`config.mk`:
```
export PLATFORM = sky130hd
export DESIGN_NAME = mesi_isc_param_fifo
export DESIGN_NICKNAME = d
export VERILOG_FILES = /design/src/rtl/mesi_isc_fifo_pkg.sv /design/src/rtl/mesi_isc_fifo_ptr.sv /design/src/rtl/mesi_isc_param_fifo.sv
export SDC_FILE = /design/constraint.sdc
export NUM_CORES = 1
export LEC_CHECK = 0
export CAP_MARGIN = 20
export CORE_MARGIN = 2
export CORE_UTILIZATION = 40
export DETAILED_ROUTE_END_ITERATION = 7
export PLACE_DENSITY = 0.63
export SYNTH_ARGS = -nofsm -noshare
export SYNTH_HDL_FRONTEND = slang
export SYNTH_SLANG_ARGS = --single-unit
```
`constraint.sdc`:
```
create_clock -name clk -period 9 [get_ports clk]
set_input_delay 1.8 -clock clk [delete_from_list [all_inputs] [get_ports clk]]
set_output_delay 1.8 -clock clk [all_outputs]
set_load 0.1 [all_outputs]
```
`src/rtl/mesi_isc_fifo_pkg.sv`:
```
// Shared definitions for the parametrised MESI ISC FIFO:
// default sizes, count-width helper and error-kind enum for monitors.
package mesi_isc_fifo_pkg;

  localparam int DEF_DATA_WIDTH = 32;
  localparam int DEF_FIFO_SIZE  = 4;

  typedef enum logic [1:0] {
    ERR_NONE = 2'd0,
    ERR_OVF  = 2'd1,
    ERR_UDF  = 2'd2
  } fifo_err_e;

  // Width needed to hold an occupancy of 0..n inclusive.
  function automatic int cnt_width(input int n);
    return $clog2(n + 1);
  endfunction

endpackage

```
`src/rtl/mesi_isc_fifo_ptr.sv`:
```
// Modulo-FIFO_SIZE pointer: wraps explicitly from FIFO_SIZE-1 to 0 so that
// non-power-of-two depths never rely on natural binary overflow.
module mesi_isc_fifo_ptr
  import mesi_isc_fifo_pkg::*;
#(
  parameter int FIFO_SIZE = DEF_FIFO_SIZE,
  parameter int PTR_W     = $clog2(FIFO_SIZE)
) (
  input  logic             clk,
  input  logic             rst,
  input  logic             inc_i,
  output logic [PTR_W-1:0] ptr_o,
  output logic [PTR_W-1:0] ptr_next_o
);

  // Next pointer value: hold, or advance with explicit wrap at the last slot.
  always_comb begin
    ptr_next_o = ptr_o;
    if (inc_i) begin
      ptr_next_o = (ptr_o == PTR_W'(FIFO_SIZE - 1)) ? '0 : ptr_o + PTR_W'(1);
    end
  end

  // Pointer register.
  always_ff @(posedge clk) begin
    if (rst) ptr_o <= '0;
    else     ptr_o <= ptr_next_o;
  end

endmodule

```
`src/rtl/mesi_isc_param_fifo.sv`:
```
// Parametrised MESI ISC FIFO with occupancy count, almost-full/empty flags
// and sticky overflow/underflow flags. Illegal pushes/pops are absorbed and
// flagged. Optional macro MESI_ISC_FIFO_FWFT_EN selects first-word-fall-through
// output; otherwise data_o is registered with one cycle of read latency.
module mesi_isc_param_fifo
  import mesi_isc_fifo_pkg::*;
#(
  parameter int DATA_WIDTH       = DEF_DATA_WIDTH,
  parameter int FIFO_SIZE        = DEF_FIFO_SIZE,
  parameter int ALMOST_FULL_THR  = 3,
  parameter int ALMOST_EMPTY_THR = 1,
  parameter int PTR_W            = $clog2(FIFO_SIZE),
  parameter int CNT_W            = cnt_width(FIFO_SIZE)
) (
  input  logic                  clk,
  input  logic                  rst,
  input  logic                  wr_i,
  input  logic                  rd_i,
  input  logic [DATA_WIDTH-1:0] data_i,
  input  logic                  clr_err_i,
  output logic [DATA_WIDTH-1:0] data_o,
  output logic                  status_empty_o,
  output logic                  status_full_o,
  output logic                  status_almost_full_o,
  output logic                  status_almost_empty_o,
  output logic [CNT_W-1:0]      fifo_count_o,
  output logic                  overflow_o,
  output logic                  underflow_o
);

  logic [DATA_WIDTH-1:0] mem [FIFO_SIZE];
  logic [PTR_W-1:0]      wr_ptr, wr_ptr_next;
  logic [PTR_W-1:0]      rd_ptr, rd_ptr_next;
  logic [CNT_W-1:0]      count_next;
  logic                  push_ok, pop_ok;
  logic                  unused_ptr_next;

  // A push into a full FIFO is legal only when a pop frees a slot this cycle.
  assign push_ok = wr_i & (~status_full_o | rd_i);
  assign pop_ok  = rd_i & ~status_empty_o;

  assign count_next = fifo_count_o + CNT_W'(push_ok) - CNT_W'(pop_ok);

  // Next-pointer outputs are not needed here; storage addresses use current pointers.
  assign unused_ptr_next = ^{wr_ptr_next, rd_ptr_next};

  mesi_isc_fifo_ptr #(.FIFO_SIZE(FIFO_SIZE), .PTR_W(PTR_W)) u_wr_ptr (
    .clk        (clk),
    .rst        (rst),
    .inc_i      (push_ok),
    .ptr_o      (wr_ptr),
    .ptr_next_o (wr_ptr_next)
  );

  mesi_isc_fifo_ptr #(.FIFO_SIZE(FIFO_SIZE), .PTR_W(PTR_W)) u_rd_ptr (
    .clk        (clk),
    .rst        (rst),
    .inc_i      (pop_ok),
    .ptr_o      (rd_ptr),
    .ptr_next_o (rd_ptr_next)
  );

  // Entry storage; intentionally not reset. Writes are masked during reset.
  always_ff @(posedge clk) begin
    if (!rst && push_ok) mem[wr_ptr] <= data_i;
  end

  // Occupancy and status flags, all registered from count_next so they line up.
  always_ff @(posedge clk) begin
    if (rst) begin
      fifo_count_o          <= '0;
      status_empty_o        <= 1'b1;
      status_full_o         <= 1'b0;
      status_almost_empty_o <= 1'b1;
      status_almost_full_o  <= (ALMOST_FULL_THR == 0);
    end else begin
      fifo_count_o          <= count_next;
      status_empty_o        <= (count_next == '0);
      status_full_o         <= (count_next == CNT_W'(FIFO_SIZE));
      status_almost_empty_o <= (count_next <= CNT_W'(ALMOST_EMPTY_THR));
      status_almost_full_o  <= (count_next >= CNT_W'(ALMOST_FULL_THR));
    end
  end

  // Sticky error flags; a new error event takes priority over a clear.
  always_ff @(posedge clk) begin
    if (rst) begin
      overflow_o  <= 1'b0;
      underflow_o <= 1'b0;
    end else begin
      if (wr_i && status_full_o && !rd_i) overflow_o <= 1'b1;
      else if (clr_err_i)                 overflow_o <= 1'b0;
      if (rd_i && status_empty_o)         underflow_o <= 1'b1;
      else if (clr_err_i)                 underflow_o <= 1'b0;
    end
  end

`ifdef MESI_ISC_FIFO_FWFT_EN
  // Head entry falls through whenever the FIFO holds data; zero when empty.
  always_comb begin
    data_o = '0;
    if (!status_empty_o) data_o = mem[rd_ptr];
  end
`else
  // Registered read port: head captured on a successful pop, held otherwise.
  always_ff @(posedge clk) begin
    if (rst)         data_o <= '0;
    else if (pop_ok) data_o <= mem[rd_ptr];
  end
`endif

endmodule

```
### After elaboration in Yosys (flattened, before gate mapping)

Memory sizes are Yosys's and may differ from the RTL's. A register that Yosys moved wholly into a read port is not among the register bits.
Cells that the tools add are included.

| word-level totals | value |
|---|---|
| flip-flop bits (word level) | 13 |
| memories | 1 |
| logic and storage cells | 40 |
| output and inout port bits | 41 |
| RAM bits | 128 |

Memories:

| memory | words | width | rd ports | clocked after memory_dff | write ports | RTL line | text |
|---|---|---|---|---|---|---|---|
| mem | 4 | 32 | 1 | 1 | 1 | mesi_isc_param_fifo.sv:31 | `logic [DATA_WIDTH-1:0] mem [FIFO_SIZE];` |

| cells by class | value |
|---|---|
| equality and inequality tests | 3 |
| reduce and logical (&&, ||, !) cells | 9 |
| bitwise gates (word level) | 5 |
| magnitude comparators | 2 |
| mux-type cells | 7 |
| add/sub/neg operators | 4 |

Operator list:

| kind | count |
|---|---|
| 1-bit two-way mux | 5 |
| 2-bit by 1-bit adder with 2-bit output, second input constant | 2 |
| 2-bit equality test, second input constant | 2 |
| 1-bit logical AND | 4 |
| 2-bit two-way mux | 2 |
| 2-bit nonzero test | 2 |
| 3-bit by 1-bit adder with 3-bit output | 1 |
| 3-bit equality test, second input constant | 1 |
| 3-bit by 2-bit greater-or-equal comparator with 1-bit output, second input constant | 1 |
| 3-bit by 1-bit <= comparator with 1-bit output, second input constant | 1 |
| 3-bit logical NOT | 1 |
| 3-bit by 1-bit subtractor with 3-bit output | 1 |
| 1-bit bitwise AND | 2 |
| 1-bit logical NOT | 2 |
| 1-bit NOT | 2 |
| 1-bit bitwise OR | 1 |

### Logic depth before layout (Yosys ltp)

| logic depth | value |
|---|---|
| word-level depth | 6 |
| depth in mapped cells | 10 |

### Cells and area by module

From an unflattened synthesis, not the netlist that was laid out.

| second synthesis, totals | value |
|---|---|
| cell total of the unflattened synthesis | 367 |
| area total of the unflattened synthesis | 6466.2 um^2 |

Modules (own cells, without submodules):

| module | times used | area an instance (um^2) | cells an instance |
|---|---|---|---|
| mesi_isc_param_fifo | 1 | 6271.0 | 349 |
| mesi_isc_fifo_ptr | 2 | 97.6 | 9 |

### Least setup slack after synthesis

OpenSTA, ideal clock, no wires.

| path | value |
|---|---|
| path kind | input to register |
| from | input rst |
| to | memory mem[1][0] (netlist bit) (enable) |
| slack | 3.997 ns |
| stages on the path | 3 |
| arrival | 4.535 ns |
| data required time | 8.532 ns |
| setup time | 0.468 ns |
| cells stage by stage | buf_6 clkbuf_1 nor3b_1 |

| on the way | value |
|---|---|
| longest elaborated chain between the ends | 4 |

RTL lines:

| element | RTL line | text |
|---|---|---|
| from (decl) | mesi_isc_param_fifo.sv:16 | `input logic rst,` |
| 1-bit logical NOT | mesi_isc_param_fifo.sv:65 | `if (!rst && push_ok) mem[wr_ptr] <= data_i;` |
| 1-bit logical AND | mesi_isc_param_fifo.sv:65 |  |
| 1-bit two-way mux | mesi_isc_param_fifo.sv:65 |  |
| 1-bit two-way mux (implied by the code) | mesi_isc_param_fifo.sv:65 |  |
| to (decl) | mesi_isc_param_fifo.sv:31 |  |

Every way passes these cells.

### Worst setup path after layout

| path | value |
|---|---|
| from | input rd_i |
| to | register status_full_o |

| on the way | value |
|---|---|
| longest elaborated chain between the ends | 5 |
| elaborated cells between the ends (all ways) | 6 |

RTL lines:

| element | RTL line | text |
|---|---|---|
| from (decl) | mesi_isc_param_fifo.sv:18 | `input logic rd_i,` |
| 1-bit bitwise OR | mesi_isc_param_fifo.sv:39 | `assign push_ok = wr_i & (~status_full_o \| rd_i);` |
| 1-bit bitwise AND | mesi_isc_param_fifo.sv:39 |  |
| 3-bit by 1-bit adder with 3-bit output | mesi_isc_param_fifo.sv:42 | `assign count_next = fifo_count_o + CNT_W'(push_ok) - CNT_W'(pop_ok);` |
| 3-bit by 1-bit subtractor with 3-bit output (*) | mesi_isc_param_fifo.sv:42 |  |
| 3-bit equality test (*) | mesi_isc_param_fifo.sv:79 | `status_full_o <= (count_next == CNT_W'(FIFO_SIZE));` |
| to (signal assigned) | mesi_isc_param_fifo.sv:79 |  |
| to (decl) | mesi_isc_param_fifo.sv:23 | `output logic status_full_o,` |

Every way passes the cells marked *; elsewhere a longest branch is shown, timed or not.
A chain may end at the register's enable or synchronous reset.

==> summary.txt <==
Outcome
  • Status: completed

Critical path
  • Critical Path RT: 9.35 ns
  • CP arrival: 4.30 ns
  • WS Path Type: primary input to register
  • CP Capture Type: register
  • Crit Reg-Reg Endpoint: status_full_o$_SDFF_PP0_
  • CP max FO: 6
  • FF-to-FF setup slack: 6.74 ns
  • Reg2reg start: status_empty_o$_SDFF_PP1_
  • Critical path startpoint category: primary input
  • R2r worst-path depth: 9

CTS
  • H-tree levels: 4
  • Total setup buffers inserted after CTS: 0
  • Clk slew on worst S/H paths: 0.06 ns
  • CTS Buf Count: 17
  • CTS root buf: clkbuf_16
  • CTS sink count: 173
  • Clk_lat worst skew: 0.41 ns
  • CTS tree: yes
  • Post-CTS Resized: 0
  • Hold Buf Count CTS: 0
  • Max Root-Sink Buffers: 2

Power
  • VDD IR max: about 0.00014 V
  • Switch Pwr: 0.7645 mW
  • Leak: 2.932 nW
  • P_int: 1.557 mW
  • Sw frac: 32.94%
  • Overall power: 2.321 mW
  • Clock power share: 30.1%
  • Seq pwr share: 42.1%
  • Power Dens Cells: ~290 mW/mm^2
  • Gate power share: 27.7%

Global routing
  • Largest net degree at the start of global routing: 68
  • Global route overflow: 0
  • Total GRT Usage: ~14%
  • First-pass GRT wire length: 18400 um
  • Initial antenna violation count: 0
  • Vias in the first global route: 3469

Route
  • Total Wirelength: 11540 um
  • Post-DR wirelength/cell: 16.90 um
  • DRT iter0 DRCs: 208
  • Residual DRC count: 0
  • Pre-antenna DRT Iters: 4
  • Post-DRT Antenna Nets: 0
  • Via count of the routed design: between 3000 and 4000
  • Vias per cell: 4.886

STA
  • Fin. max-slew vios: 0
  • Clock skew: 0.003966 ns
  • Max Freq: 253.3 MHz
  • Hold Vio Cnt, Final: 0
  • Post-route clock period utilization: 43.86%
  • # setup viols final: 0
  • Worst slew pin tran: between 1 and 1.5 ns
  • Unrepaired setup endpoints after global routing: no
  • Setup TNS: 0 ns
  • Slew margin rel.: 32.82%
  • Tmin final: slightly below 4 ns

Synthesis
  • Synth Warn #: 0
  • Yosys reg bits: 173
  • Top cells by area, synth: edfxtp_1 59%, dfxtp_1 14%, mux2i_1 10%
  • Top cells by count, synth: 128 x edfxtp_1, 66 x mux2i_1, 45 x dfxtp_1, 32 x a21o_1, 30 x o22ai_2
  • Synthesized area: 0.006514 sq mm
  • Syn nets: 419
  • Post-synthesis sequential area ratio: 72.84%
  • Synth top area share: 59.01%
  • Area leader, netlist: edfxtp_1
  • Yosys cell types: 28
  • Synth Area per Inst: 17.42 sq um
  • Gate Count Post-Synth: 374
  • Most common cell in the netlist: edfxtp_1
  • Ys async rst share: 0%
  • Synth Flop Type: edfxtp_1
  • EDFF count, synth: 128

Min path
  • Type of the worst min-delay path: register to register
  • Hold path depth: 1
  • WHS Endpoint: data_o[3]$_SDFFE_PP0P_
  • Hold Crit Start: data_o[3]$_SDFFE_PP0P_

Cells and area
  • Fin nets: between 400 and 500
  • Multi-input gate area: approximately 0.0017 sq mm
  • Area Growth Syn to Fin: 24.30%
  • Share of layout cells above drive strength 1: 14.35%
  • ANT cells: 0
  • Seq. cell area: approximately 0.0047 sq mm
  • FILL cells: roughly 1300

Floorplanning
  • Initial Util: a little over 40%
  • Die X: 131.6 um
  • Overall die height: 131.6 um
  • Core footprint: 0.01589 sq mm
  • Num rows: 46
  • Die Area: 0.01732 sq mm
  • IO Count: 78

Flow run
  • Number of max-cap violations: 0

Placement
  • GP Congestion: 0.6982
  • IO Port Bufs: 77
  • Dpl hpwl: approximately 6700 um
[per-layer routing]
metal	part of all wire (%)	global-route usage, %
met1	43	16.80
met2	50	23.30
met3	6.0	4.938
met4	1.1	5.616
met5	0	0
[registers in the layout, summed over array words and instances, names as in the netlist]
register / cells
status_empty_o: 1
status_almost_empty_o: 1
fifo_count_o: 3
status_almost_full_o: 1
underflow_o: 1
u_wr_ptr.ptr_o: 2
u_rd_ptr.ptr_o: 2
mem: 128
data_o: 32
status_full_o: 1
overflow_o: 1
[cell usage in the layout (no fill, tap or decap), types with 2 or more instances in the layout]
cell,instances
nand2_1,2
o22ai_2,30
o21ai_0,2
clkbuf_16,17
nor2_1,11
clkbuf_1,6
nor3b_2,4
clkinv_2,3
dfxtp_1,44
nand2b_1,2
a21oi_1,5
buf_4,4
inv_1,6
a21o_1,32
clkinv_1,2
mux2i_1,66
ha_1,7
edfxtp_1,128
bufinv_16,3
nor2b_1,2
clkdlybuf4s50_1,77
[metrics by stage]
stage / cell area (sq um) / setup slack, ns / utilization (%) / std cells / hold WS, ns
after global routing: 8097 / 4.888 / 50.97 / 683 / 0.4673
after detailed placement: 7501 / 4.645 / 47.22 / 650 / 0.4386
after CTS: 8069 / 5.071 / 50.80 / 682 / 0.4525
after global placement: 7501 / 4.709 / 47.22 / 650 / 0.4339
after floorplan: 6514 / 3.997 / - / 374 / 0.4868
final: 8097 / 5.052 / 50.97 / 683 / 0.4479
[power by group through the flow]
stage               clock [mW]  combinational (mW)  sequential, mW
finish                   0.699               0.644           0.978
global route             0.750               0.675           0.987
CTS                      0.718               0.626            1.00
detailed placement           0               0.625            1.02
global placement             0               0.617            1.02
floorplan                    0               0.212            1.28
[layout make-up]
| cell class | instances | area share [%] |
|---|---|---|
| clock inverter | 9 | 1.484 |
| inverter | 6 | 0.2782 |
| clock buffer | 23 | 5.532 |
| timing repair buffer | 82 | 10.23 |
| sequential | 173 | 58.65 |
| multi-input combinational | 174 | 20.49 |
| tap | 216 | 3.338 |
[how the worst max path moves through the flow]
stage | to | slack, ns | startpoint
floorplan | mem[1][0]$_DFFE_PP_ | 4.00 | rst
global placement | status_full_o$_SDFF_PP0_ | 4.71 | rd_i
detailed placement | status_full_o$_SDFF_PP0_ | 4.64 | rd_i
CTS | status_full_o$_SDFF_PP0_ | 5.07 | rd_i
global route | status_full_o$_SDFF_PP0_ | 4.89 | rd_i
finish | status_full_o$_SDFF_PP0_ | 5.05 | rd_i
[kinds of logic after synthesis]
logic type / share of synthesized area, %
DFF: 72.84
buffers and inverters: 2.363
and+or+nand+nor: 2.439
AOI/OAI and AO/OA: 10.22
muxes: 10.14
xor gates and xnor gates: 0.3457
adders and majority gates: 1.652
[critical path, stage by stage]
cell and delay, ns:
clkdlybuf4s50_1 0.60, nand2b_1 0.17, nand2_1 0.17, ha_1 0.34, inv_1 0.05, ha_1 0.13
inv_1 0.05, fa_1 0.39, xnor3_1 0.20, nor2_1 0.23, and3_1 0.19
(Power assumes the default switching activity.)
